--- src/rtl/debug_line_arbiter.sv ---
// Round-robin arbiter that shares one UART line writer among several debug-string sources.
// Captures per-source send pulses, issues one send strobe per granted line and tracks the writer handshake.
//
// state     | meaning
// ----------+-----------------------------------------------------------
// IDLE      | no line in flight; grant next pending source when writer idle
// ISSUE     | granted line registered; send strobe raised at the next edge
// WAIT_BUSY | waiting for writer ready to fall, bounded by the timeout
// WAIT_DONE | writer busy with the line; wait for ready to return
module debug_line_arbiter #(
    parameter  int NUM_REQ      = 2,
    parameter  int LINE_BITS    = 640,
    parameter  int BUSY_TIMEOUT = 16,
    localparam int GID_W        = $clog2(NUM_REQ),
    localparam int CNT_W        = $clog2(BUSY_TIMEOUT + 1)
) (
    input  logic                         clk,
    input  logic                         rst_n,
    input  logic [NUM_REQ*LINE_BITS-1:0] req_line,
    input  logic [NUM_REQ-1:0]           req_send,
    output logic [NUM_REQ-1:0]           req_ready,
    output logic [LINE_BITS-1:0]         line,
    output logic                         send,
    input  logic                         ready,
    output logic [GID_W-1:0]             grant_id,
    output logic                         busy,
    output logic                         timeout_err,
    output logic [7:0]                   drop_count
);

    typedef enum logic [1:0] {
        IDLE      = 2'd0,
        ISSUE     = 2'd1,
        WAIT_BUSY = 2'd2,
        WAIT_DONE = 2'd3
    } state_t;

    state_t             state;
    state_t             state_nxt;
    logic [NUM_REQ-1:0] pending;
    logic [NUM_REQ-1:0] pend_clr;
    logic [GID_W-1:0]   last_grant;
    logic [GID_W-1:0]   sel_idx;
    logic [CNT_W-1:0]   tmo_cnt;
    logic               grant_go;
    logic               tmo_hit;
    logic               line_done;
    logic               drop_hit;

    // Walk last_grant+NUM_REQ down to last_grant+1 so the nearest pending source wins.
    always_comb begin
        int         idx;
        logic [GID_W-1:0] cand;
        sel_idx = '0;
        idx     = 0;
        cand    = '0;
        for (int k = NUM_REQ; k >= 1; k--) begin
            idx = int'(last_grant) + k;
            if (idx >= NUM_REQ) idx = idx - NUM_REQ;
            cand = GID_W'(idx);
            if (pending[cand]) sel_idx = cand;
        end
    end

    assign grant_go  = (state == IDLE) && (|pending) && ready;
    assign tmo_hit   = (state == WAIT_BUSY) && ready && (tmo_cnt == CNT_W'(0));
    assign line_done = ((state == WAIT_DONE) && ready) || tmo_hit;
    assign drop_hit  = |(req_send & pending);

    always_comb begin
        pend_clr = '0;
        if (line_done) pend_clr[grant_id] = 1'b1;
    end

    // State register
    always_ff @(posedge clk or negedge rst_n) begin
        if (!rst_n) state <= IDLE;
        else        state <= state_nxt;
    end

    // Next-state logic
    always_comb begin
        state_nxt = state;
        case (state)
            IDLE:      if (grant_go) state_nxt = ISSUE;
            ISSUE:     state_nxt = WAIT_BUSY;
            WAIT_BUSY: begin
                if (!ready)       state_nxt = WAIT_DONE;
                else if (tmo_hit) state_nxt = IDLE;
            end
            WAIT_DONE: if (ready) state_nxt = IDLE;
            default:   state_nxt = IDLE;
        endcase
    end

    // Output logic
    always_comb begin
        busy      = (state != IDLE);
        req_ready = ~pending;
    end

    // Send is registered so the writer sees it in the first WAIT_BUSY cycle.
    always_ff @(posedge clk or negedge rst_n) begin
        if (!rst_n) begin
            line       <= '0;
            send       <= 1'b0;
            grant_id   <= '0;
            last_grant <= GID_W'(NUM_REQ - 1);
        end else begin
            send <= (state == ISSUE);
            if (grant_go) begin
                line       <= req_line[int'(sel_idx)*LINE_BITS +: LINE_BITS];
                grant_id   <= sel_idx;
                last_grant <= sel_idx;
            end
        end
    end

    // Timeout is a down-counter loaded on issue; terminal count with ready still high abandons the line.
    always_ff @(posedge clk or negedge rst_n) begin
        if (!rst_n) begin
            tmo_cnt     <= '0;
            timeout_err <= 1'b0;
        end else begin
            if (state == ISSUE)
                tmo_cnt <= CNT_W'(BUSY_TIMEOUT - 1);
            else if ((state == WAIT_BUSY) && ready && !tmo_hit)
                tmo_cnt <= tmo_cnt - CNT_W'(1);
            if (tmo_hit) timeout_err <= 1'b1;
        end
    end

    always_ff @(posedge clk or negedge rst_n) begin
        if (!rst_n) begin
            pending    <= '0;
            drop_count <= '0;
        end else begin
            pending <= (pending | req_send) & ~pend_clr;
            if (drop_hit && (drop_count != 8'hFF))
                drop_count <= drop_count + 8'd1;
        end
    end

endmodule
--- config.mk ---
export PLATFORM = sky130hd
export DESIGN_NAME = debug_line_arbiter
export DESIGN_NICKNAME = d
export VERILOG_FILES = /design/src/rtl/debug_line_arbiter.sv
export SDC_FILE = /design/constraint.sdc
export NUM_CORES = 2
export LEC_CHECK = 0
export ABC_AREA = 1
export BUFFER_PORTS_ARGS = -buffer_cell sky130_fd_sc_hd__clkbuf_2
export CAP_MARGIN = 20
export CELL_PAD_IN_SITES_DETAIL_PLACEMENT = 0
export CELL_PAD_IN_SITES_GLOBAL_PLACEMENT = 1
export CORE_AREA = 2 2 763 765
export CTS_CLUSTER_DIAMETER = 120
export CTS_CLUSTER_SIZE = 10
export DETAILED_ROUTE_END_ITERATION = 10
export DIE_AREA = 0 0 765 767
export PLACE_DENSITY_LB_ADDON = 0.1
export SYNTH_ARGS = -nofsm -noshare
export SYNTH_HDL_FRONTEND = slang
export SYNTH_SLANG_ARGS = --single-unit
--- constraint.sdc ---
create_clock -name clk -period 1.8 [get_ports clk]
set_input_delay 0.36 -clock clk [delete_from_list [all_inputs] [get_ports clk]]
set_output_delay 0.36 -clock clk [all_outputs]
set_load 0.005 [all_outputs]
==> flow_metrics.env <==
export IMPL_grt_use_met2=0.212
export IMPL_viasPerCell=2.81
export IMPL_cp_end_kind="register"
export IMPL_drv_cap=0
export IMPL_status="complete, but fails checks"
export IMPL_first_iter_violations=2141
export IMPL_switching_power_mw=54.0
export IMPL_cts_tree="built"
export IMPL_power_internal_mw=61.9
export IMPL_dieArea_um2=587000
export IMPL_busiest_layer="met2"
export IMPL_ir_worst_vdd_uv=635
export IMPL_switching_share=0.466
export IMPL_yosysWarnings=0
export IMPL_synth_top_area_frac=0.513
export IMPL_ant_nets=0
export IMPL_wl_per_cell_um=26.8
export IMPL_syn_avg_cell_area_um2=8.89
export IMPL_nNetsFinal=8330
export IMPL_yosys_area_top_type="dfrtp_1"
export IMPL_cts_buffer_depth=4
export IMPL_syn_to_final_growth_pct=126
export IMPL_vias=42125
export IMPL_grt_usage=0.129
export IMPL_violations="setup timing"
export IMPL_hold_violations=0
export IMPL_fin_util=0.126
export IMPL_period_needed_ns=2.22
export IMPL_clk_pin_slew_worst_paths_ns=0.07
export IMPL_fin_crit_sh=1.23
export IMPL_numCtsBuffers=86
export IMPL_min_path_type="input pin to register"
export IMPL_rows=280
export IMPL_start_util=0.0556
export IMPL_grt_max_degree=81
export IMPL_tightest_slew_ns=0.773
export IMPL_post_place_ws_ns=-0.370
export IMPL_cts_root_buffer="clkbuf_16"
export IMPL_hpwlAfterDp_um=330000
export IMPL_cts_sinks=661
export IMPL_grt_ovfl_total=0
export IMPL_core_area_um2=579000
export IMPL_crit_required_ns=2.47
export IMPL_io_buffers=1938
export IMPL_die_h_um=767
export IMPL_htree_levels=3
export IMPL_p_comb_frac=0.609
export IMPL_p_per_area_nw_per_um2=1590
export IMPL_setup_viol=726
export IMPL_first_pass_iters=5
export IMPL_grt_first_pass_wirelength_um=495000
export IMPL_rsz0062_at_grt="yes"
export IMPL_layout_drive_gt1_share=0.377
export IMPL_routed_wl_um=402000
export IMPL_synth_seq_area_share=0.514
export IMPL_timing_fmax_ghz=0.451
export IMPL_arrival_ns=2.89
export IMPL_gp_congestion=0.866
export IMPL_critPathKind="register to register"
export IMPL_io_pins=1939
export IMPL_maxSlewHeadroom=0.485
export IMPL_synth_area_um2=32200
export IMPL_use_met3=0.0457
export IMPL_drc_errors=0
export IMPL_synth_fp_nets=4911
export IMPL_power_leakage_nw=33.2
export IMPL_synth_area_leaders="dfrtp_1 51%, nand2_1 15%, o211ai_1 15%, or2_1 11%, buf_2 2.4%"
export IMPL_clock_latency_ns=0.84
export IMPL_final_max_slew_violation_count=0
export IMPL_p_seq_frac=0.239
export IMPL_cp_max_fo=26
export IMPL_synth_seq_cells=661
export IMPL_die_x_um=765
export IMPL_antenna_found_initial=296
export IMPL_ys_types=30
export IMPL_netlist_instances=3624
export IMPL_skew_ns=0.0765
export IMPL_p_clk_frac=0.152
export IMPL_grt_pass1_vias=44725
export IMPL_fillCellCount=67019
export IMPL_rrSetupSlack_ns=-0.42
export IMPL_use_met1=0.161
export IMPL_critPathLaunchType="register"
export IMPL_fin_ws_ns=-0.417
-- cells in the mapped netlist (all sizes together) --
| cell type | n |
|---|---|
| nand2 | 1331 |
| dfrtp | 660 |
| o211ai | 640 |
| or2 | 640 |
| buf | 200 |
| clkbuf | 84 |
| inv | 21 |
| nand3 | 14 |
| nor2 | 10 |
| o21ai | 9 |
| a21oi | 2 |
| ha | 2 |
| o21bai | 2 |
| xnor2 | 2 |
| xor2 | 2 |
| a31oi | 1 |
| dfstp | 1 |
| nand3b | 1 |
| nand4 | 1 |
| nor3 | 1 |
-- placed cells by master (no fill, tap or decap), drive strengths merged --
cell,netlist,layout
a21oi,2,2
a31oi,1,1
buf,200,440
bufbuf,0,10
bufinv,0,1
clkbuf,84,2068
clkinv,0,8
clkinvlp,0,3
dfrtp,660,660
dfstp,1,1
diode,0,157
dlygate4sd3,0,1203
ha,2,2
inv,21,24
nand2,1331,1331
nand3,14,14
nand3b,1,1
nand4,1,1
nor2,10,10
nor3,1,1
o211ai,640,640
o21ai,9,9
o21bai,2,2
or2,640,640
xnor2,2,2
xor2,2,2
-- logic make-up (layout without fill, tap and decap cells) --
kind of cell               Yosys count  count (layout)  synth area share
and+or+nand+nor                   1998            1998             0.284
xor gates and xnor gates             4               4           0.00109
buffers and inverters              305            3757            0.0489
other                                0             157                 0
AOI/OAI and AO/OA                  654             654             0.152
adders and majority gates            2               2          0.000777
DFF                                661             661             0.514
-- final cells by class --
cell class                      instances  area, um2  share of cell area
Timing Repair Buffer                 3614      29200               0.401
Sequential cell                       661      16600               0.228
Multi-Input combinational cell       2658      14400               0.197
Tap cell                             7755       9700               0.133
Clock buffer                          107       2270              0.0312
Antenna cell                          157        393             0.00540
Clock inverter                         14        158             0.00217
Inverter                               21        123             0.00168
Timing Repair inverter                  1       16.3            0.000223
-- metal layers --
metal  up-vias  wire length [um]
li1      19187                 -
met1     20467            172000
met2      1822            185000
met3       467             35500
met4       182              8380
met5         -              1130
-- state kept, by name, summed over array words and instances (netlist names) --
signal / count
line: 640
drop_count: 8
tmo_cnt: 5
pending: 2
state: 2
grant_id: 1
last_grant: 1
send: 1
timeout_err: 1
-- repair_timing --
item	CTS	global route
resized for setup	214	154
endpoints found under the setup margin	1194	1027
endpoints found under the hold margin	1266	1
setup buffers	49	40
cloned	42	31
pin swaps	35	225
hold buffers	1202	1
-- stage by stage --
stage                     setup TNS, ns  cell area (um2)  instances  power [mW]  hold WS [ns]
after floorplan                       0            32200       3624        46.7        0.0644
after global placement          -115.10            54300      13375        84.5         0.366
after detailed placement        -108.40            54300      13375        84.1         0.365
after CTS                       -169.37            71300      14789         116      0.000196
after global routing            -192.70            72600      14921         124       0.00307
final                           -102.97            72800      14988         116        0.0523
-- power by group through the flow --
stage | registers (mW) | clock network, mW | logic (mW)
3_5_place_dp | 27.9 | 0 | 56.2
2_1_floorplan | 26.6 | 0 | 20.0
3_3_place_gp | 27.9 | 0 | 56.6
5_1_grt | 28.6 | 19.1 | 76.3
4_1_cts | 27.9 | 19.0 | 69.3
6_report | 27.6 | 17.6 | 70.6
-- path summary, 6_finish.rpt --
kind                                    start   endpoint  cells after the start
worst min-delay path            req_line[753]  line[113]                      4
worst max register to register     last_grant  line[457]                      8
worst max-delay path               last_grant  line[457]                      8
worst min register to register      line[104]  line[104]                      2
min in group asynchronous               rst_n   state[1]                      3
max in group asynchronous               rst_n  line[432]                      4
-- critical path: stages, from the launching register on --
cell and delay (ns):
dfstp_2 0.56, nand2_4 0.07, nand2_8 0.12, inv_12 0.09, buf_12 0.17, buf_16 0.16, o211ai_1 0.55, buf_4 0.21
nand2_1 0.04
Power figures use the tool's default switching activity.
